**config.mk**
```make
export PLATFORM = sky130hd
export DESIGN_NAME = fetch_unit
export DESIGN_NICKNAME = d
export VERILOG_FILES = /design/src/rtl/fetch_unit_pkg.sv /design/src/rtl/fetch_unit_npc_calc.sv /design/src/rtl/fetch_unit.sv
export SDC_FILE = /design/constraint.sdc
export NUM_CORES = 1
export LEC_CHECK = 0
export BUFFER_PORTS_ARGS = -buffer_cell sky130_fd_sc_hd__buf_4
export CAP_MARGIN = 20
export CORE_UTILIZATION = 51
export CTS_CLUSTER_SIZE = 40
export DETAILED_ROUTE_END_ITERATION = 8
export GPL_TIMING_DRIVEN = 0
export HOLD_SLACK_MARGIN = 0.08
export PLACE_DENSITY_LB_ADDON = 0.1
export SLEW_MARGIN = 20
export SYNTH_ARGS = -nofsm -noshare
export SYNTH_HDL_FRONTEND = slang
export SYNTH_SLANG_ARGS = --single-unit
```
**constraint.sdc**
```tcl
create_clock -name clk -period 5.3 [get_ports clk]
set_input_delay 0 -clock clk [delete_from_list [all_inputs] [get_ports clk]]
set_output_delay 0 -clock clk [all_outputs]
set_load 0.01 [all_outputs]
```
**src/rtl/fetch_unit_pkg.sv**
```systemverilog
// Shared constants for the fetch front end: next-PC select codes, reset PC and
// the PC range check used by both the PC load and the instruction-valid gate.
package fetch_unit_pkg;

    localparam logic [1:0] NPC_SEQ = 2'd0;
    localparam logic [1:0] NPC_BR  = 2'd1;
    localparam logic [1:0] NPC_J   = 2'd2;
    localparam logic [1:0] NPC_JR  = 2'd3;

    localparam logic [31:0] PC_RESET_DEFAULT = 32'h0000_3000;

    // Offset from the base wraps for pc < base, so one unsigned compare covers both bounds.
    function automatic logic pc_in_range(input logic [31:0] pc,
                                         input logic [31:0] base,
                                         input logic [31:0] bytes);
        logic [31:0] off;
        off = pc - base;
        return (off[1:0] == 2'b00) && (off < bytes);
    endfunction

endpackage

```
**src/rtl/fetch_unit_npc_calc.sv**
```systemverilog
// Combinational next-PC candidate from the D-stage redirect request; range
// checking is left to the top level.
module fetch_unit_npc_calc
    import fetch_unit_pkg::*;
(
    input  logic [1:0]  npc_sel,
    input  logic        br_taken,
    input  logic [31:0] pc_f,
    input  logic [31:0] pc_d,
    input  logic [31:0] instr_d,
    input  logic [31:0] rs_data_d,
    output logic [31:0] npc
);

    logic [31:0] pc_seq;
    logic [31:0] pc_d4;
    logic [31:0] br_off;
    logic        unused_opcode;

    assign pc_seq = pc_f + 32'd4;
    assign pc_d4  = pc_d + 32'd4;
    assign br_off = {{14{instr_d[15]}}, instr_d[15:0], 2'b00};
    assign unused_opcode = &{1'b0, instr_d[31:26]};

    always_comb begin
        npc = pc_seq;
        case (npc_sel)
            NPC_SEQ: npc = pc_seq;
            NPC_BR:  npc = br_taken ? (pc_d4 + br_off) : pc_seq;
            NPC_J:   npc = {pc_d4[31:28], instr_d[25:0], 2'b00};
            NPC_JR:  npc = rs_data_d;
            default: npc = pc_seq;
        endcase
    end

endmodule

```
**src/rtl/fetch_unit.sv**
```systemverilog
// Fetch stage: PC register, instruction memory addressing and the IF/ID
// boundary register. Redirects resolve in D with one delay slot, so no flush.
module fetch_unit
    import fetch_unit_pkg::*;
#(
    parameter logic [31:0] PC_RESET = PC_RESET_DEFAULT,
    parameter int          IM_WORDS = 4096
) (
    input  logic                        clk,
    input  logic                        reset,
    input  logic                        stall,
    input  logic [1:0]                  npc_sel,
    input  logic                        br_taken,
    input  logic [31:0]                 rs_data_d,
    input  logic [31:0]                 instr_f,
    output logic [$clog2(IM_WORDS)-1:0] im_addr,
    output logic [31:0]                 pc_f,
    output logic [31:0]                 instr_d,
    output logic [31:0]                 pc_d,
    output logic [31:0]                 pc8_d,
    output logic                        pc_err
);

    localparam int          AW       = $clog2(IM_WORDS);
    localparam logic [31:0] IM_BYTES = 32'(IM_WORDS) << 2;

    logic [31:0] pc_off;
    logic [31:0] pc_seq;
    logic [31:0] npc_cand;
    logic        cand_ok;
    logic        fetch_ok;

    assign pc_off   = pc_f - PC_RESET;
    assign im_addr  = pc_off[AW+1:2];
    assign pc_seq   = pc_f + 32'd4;
    assign fetch_ok = pc_in_range(pc_f, PC_RESET, IM_BYTES);
    assign cand_ok  = pc_in_range(npc_cand, PC_RESET, IM_BYTES);
    assign pc_err   = reset && !stall && !cand_ok;

    fetch_unit_npc_calc u_npc_calc (
        .npc_sel   (npc_sel),
        .br_taken  (br_taken),
        .pc_f      (pc_f),
        .pc_d      (pc_d),
        .instr_d   (instr_d),
        .rs_data_d (rs_data_d),
        .npc       (npc_cand)
    );

    // An illegal candidate falls back to sequential fetch instead of loading.
    always_ff @(posedge clk) begin
        if (!reset) begin
            pc_f    <= PC_RESET;
            instr_d <= 32'h0;
            pc_d    <= 32'h0;
            pc8_d   <= 32'd8;
        end else if (!stall) begin
            pc_f    <= cand_ok ? npc_cand : pc_seq;
            instr_d <= fetch_ok ? instr_f : 32'h0;
            pc_d    <= pc_f;
            pc8_d   <= pc_f + 32'd8;
        end
    end

endmodule

```
==> results_tabular.tex <==
\begin{tabular}{lr}
\hline
Metric & Value \\
\hline
\multicolumn{2}{l}{\textbf{Logic synthesis}} \\
Dominant combinational cell family by area after synthesis & simple AND/OR/NAND/NOR gates \\
Xor and xnor area share after synthesis & 0.0965 \\
Adder-cell share of the synthesized area & 0.0469 \\
Library cells used by synthesis & 88 \\
Syn Nets & 1,380 \\
Async S/R FF share, synth & 0 \\
Count of synthesis-stage warnings from yosys & 0 \\
Cell taking the most area after synthesis & sky130\_fd\_sc\_hd\_\_dfxtp\_1 \\
Ranking of synthesized cells by area & sky130\_fd\_sc\_hd\_\_dfxtp\_1 25\%, sky130\_fd\_sc\_hd\_\_xnor2\_1 6.2\%, sky130\_fd\_sc\_hd\_\_mux2i\_1 4.6\% \\
Portion of netlist area occupied by mux cells & 0.0555 \\
Synthesized flop and latch total & roughly 130 \\
Top-count cell post-synth & sky130\_fd\_sc\_hd\_\_dfxtp\_1 \\
Synthesized-area fraction occupied by and/or/nand/nor cells & 0.289 \\
Share of the synthesized area in the top cell type & 0.251 \\
Total standard cell area after synthesis & 9970 sq um \\
Synthesized instance count & $\sim$1,300 \\
Sequential element share of the synthesized area & 0.251 \\
Compound-cell area share of the yosys netlist & 0.198 \\
Main flop type after synthesis & sky130\_fd\_sc\_hd\_\_dfxtp\_1 \\
Post-synth EDFFs & 0 \\
Post-synth top cells & 125 x sky130\_fd\_sc\_hd\_\_dfxtp\_1, 112 x sky130\_fd\_sc\_hd\_\_nand2\_1, 73 x sky130\_fd\_sc\_hd\_\_nor2\_1, 73 x sky130\_fd\_sc\_hd\_\_nor2b\_1, 71 x sky130\_fd\_sc\_hd\_\_xnor2\_1 \\
Synthesized area per cell & 7.83 sq um \\
\multicolumn{2}{l}{\textbf{Route}} \\
Via count normalized by instance count & approximately 6.1 \\
DRC violation count after routing & 0 \\
Routed via count & $\sim$11,000 \\
Number of nets still failing antenna checks after routing & 0 \\
Initial DRT Pass Iterations & 8 \\
Number of DRC markers in iteration 0 & 1,211 \\
Total wirelength of the detailed-routed design & 38,800 um \\
Average routed wire per standard cell & about 21 um \\
\multicolumn{2}{l}{\textbf{Setup path}} \\
CP Capture Type & output port \\
Crit-path cells & and3\_2 > nand2\_1 > nor2\_1 > and3\_1 > xor2\_1 > ha\_1 > buf\_2 > nand4\_1 > nor3\_1 > o21ai\_1 > a31oi\_1 > a221o\_1 > a221o\_1 > xnor2\_2 > o21ai\_0 > nor4\_4 > o21ai\_4 > and2\_1 > buf\_4 \\
Slowest-stage cell, CP & sky130\_fd\_sc\_hd\_\_dfxtp\_1 \\
Data required, critical path & roughly 5300 ps \\
Type of the worst setup path & flip-flop to output port \\
Critical Path Start Type & flip-flop \\
Max stage delay on crit path & 420 ps \\
Arrival time at the worst endpoint & 5190 ps \\
Largest delay contributor family on the critical path & simple AND/OR/NAND/NOR gates \\
CP bufs+invs & 2 \\
Critical Path Most Common Cell & sky130\_fd\_sc\_hd\_\_a221o\_1 \\
Worst-path maximum fanout & 10 \\
\multicolumn{2}{l}{\textbf{STA}} \\
Slew margin rel. & 0.377 \\
Number of endpoints with negative hold slack in the final report & 0 \\
Clock tree skew after final layout & roughly 20 ps \\
Highest clock rate & 0.193 GHz \\
Final number of max-transition violations & 0 \\
Minimum clock period & 5190 ps \\
Fin Setup TNS & 0 ps \\
Worst-margin pin slew & $\sim$900 ps \\
Worst Hold Slack & 160 ps \\
Final setup violating endpoints & 0 \\
Portion of the clock cycle consumed by the worst path in the final layout & 0.978 \\
\multicolumn{2}{l}{\textbf{Power and ir drop}} \\
Power density normalized to cell area & approximately 210 nW/um\^{}2 \\
Peak supply drop & between 0.0002 and 0.00025 V \\
Lkg Pwr & 0.00545 uW \\
\multicolumn{2}{l}{\textbf{Cells and area}} \\
Layout cells sized above 1 & 0.220 \\
Area growth from synthesis to layout & 30.5\% \\
Final-stage net count & 1,650 \\
Finished Layout Cells & 1,817 \\
Number of antenna diodes & 0 \\
\multicolumn{2}{l}{\textbf{GRT}} \\
Antenna violations before repair & 0 \\
Grt ovf & 0 \\
Number of global-route vias before repair & 10,100 \\
Overall fraction of global-route tracks in use & 0.379 \\
Wire length of the first global-routing pass & 57,900 um \\
Largest net degree at the start of global routing & 21 \\
\multicolumn{2}{l}{\textbf{Clock network}} \\
Latest clock arrival within the worst-skew pair & 440 ps \\
Clock-pin slew on the worst setup and hold paths & roughly 70 ps \\
Clock sink count & 125 \\
Clock tree from TritonCTS & yes \\
CTS HTree Levels & 4 \\
Inserted Clock Buffers & 17 \\
Deepest clock path buffer count & 2 \\
Clock tree root buffer cell & sky130\_fd\_sc\_hd\_\_clkbuf\_16 \\
\multicolumn{2}{l}{\textbf{Floorplanning}} \\
Area of the die & 20,100 sq um \\
Initial Utilization & 0.526 \\
Chip Height & 142 um \\
Number of I/O pins & 211 \\
Core footprint & 19,000 sq um \\
Die width & 142 um \\
Placement Rows & 50 \\
\multicolumn{2}{l}{\textbf{Placement}} \\
Detailed placer's ending HPWL & 29,100 um \\
Port Buf Inserts & 209 \\
Placer Congestion & about 1 \\
Placed cell count & $\sim$1,700 \\
\multicolumn{2}{l}{\textbf{Min path}} \\
Min-Delay Path Class & primary input to flip-flop \\
\multicolumn{2}{l}{\textbf{Run}} \\
Maxcap violations & 0 \\
\multicolumn{2}{l}{\textbf{Outcome}} \\
Result of the run & complete, no violations \\
\hline
\end{tabular}
[metrics by stage]
| step | instance area [sq um] | util | power (uW) | setup WS (ps) |
|---|---|---|---|---|
| after global placement | 11900 | 0.626 | 1430 | -312 |
| after global routing | 13000 | 0.686 | 2800 | -10.7 |
| after detailed placement | 11900 | 0.627 | 1430 | -306 |
| after CTS | 12900 | 0.680 | 2710 | 9.25 |
| after floorplan | 9970 | - | 1250 | 941 |
| final | 13000 | 0.686 | 2740 | 115 |
[what timing repair did]
item | 4_1_cts | 5_1_grt
gates resized for setup | 12 | 11
endpoints found under the setup margin | 33 | 30
hold buffers | 33 | 0
pin swaps | 2 | 7
hold endpoints to repair | 33 | 0
buffers inserted | 1 | 8
gates cloned | 0 | 1
[final cells by class]
class / instances / area, sq um
clock buffer: 17 / 425
clock inverter: 15 / 198
buffer: 113 / 538
inverter: 21 / 78.8
timing repair buffer: 252 / 1970
sequential: 125 / 2510
multi-input combinational: 1014 / 6970
tap: 260 / 325
fill: 1633 / 5940
[cell usage in the layout (no fill, tap or decap), types with 20 or more instances in the layout]
cell type and n:
sky130_fd_sc_hd__nor3_1 26, sky130_fd_sc_hd__nand4_1 43, sky130_fd_sc_hd__o21ai_0 62, sky130_fd_sc_hd__nand3_1 54, sky130_fd_sc_hd__nor2_1 72, sky130_fd_sc_hd__and3_1 21, sky130_fd_sc_hd__buf_4 236, sky130_fd_sc_hd__buf_2 20
sky130_fd_sc_hd__dfxtp_1 122, sky130_fd_sc_hd__a22oi_1 37, sky130_fd_sc_hd__dlygate4sd3_1 33, sky130_fd_sc_hd__nor2b_1 73, sky130_fd_sc_hd__mux2i_1 46, sky130_fd_sc_hd__and2_1 30, sky130_fd_sc_hd__ha_1 34, sky130_fd_sc_hd__clkbuf_1 59
sky130_fd_sc_hd__nand2_1 112, sky130_fd_sc_hd__xnor2_1 70, sky130_fd_sc_hd__inv_1 21, sky130_fd_sc_hd__xor2_1 37, sky130_fd_sc_hd__a21oi_1 52
[path summary, 6_finish.rpt]
| path | startpoint | end | slack, ps | cells past startpoint |
|---|---|---|---|---|
| worst max-delay path | pc_d[6] | pc_err | 110 | 19 |
| worst min-delay path | rs_data_d[9] | pc_f[9] | 160 | 5 |
| worst max register to register | pc_d[6] | pc_f[18] | 180 | 21 |
| worst min register to register | pc_f[0] | pc_f[0] | 470 | 2 |
[per-layer routing]
layer	wire length (um)	share of wire	global-route usage	vias up
met5	0	0	0	-
met4	1440	0.037	0.156	0
met3	3430	0.088	0.0604	107
met2	17400	0.45	0.601	661
met1	16500	0.43	0.510	5205
li1	-	-	-	5144
[worst min-delay path, cell delays in order]
cell and delay, ps:
sky130_fd_sc_hd__buf_4 110, sky130_fd_sc_hd__mux2i_1 140, sky130_fd_sc_hd__a221oi_1 120, sky130_fd_sc_hd__nand2b_1 100
sky130_fd_sc_hd__nand3_1 70
[flip-flops by register name, summed over array words and instances, names as in the netlist]
signal / cells
pc_f: 32
instr_d: 32
pc8_d: 29
pc_d: 32
[kinds of logic (layout without fill, tap and decap cells)]
logic type / after synthesis / after routing
xor+xnor: 109 / 109
flops: 125 / 125
simple gates: 528 / 528
compound gates: 285 / 286
fa+ha+maj: 37 / 37
buf+inv: 136 / 418
mux: 54 / 54
[where the power goes]
| group | internal, uW | total (uW) | switching, uW | leakage [uW] |
|---|---|---|---|---|
| Clock | 722 | 1280 | 557 | 0.000303 |
| Sequential | 961 | 990 | 29.0 | 0.00102 |
| Combinational | 200 | 468 | 268 | 0.00413 |
| Total | 1880 | 2740 | 853 | 0.00545 |
No activity file was read; power rests on OpenSTA's default activity.
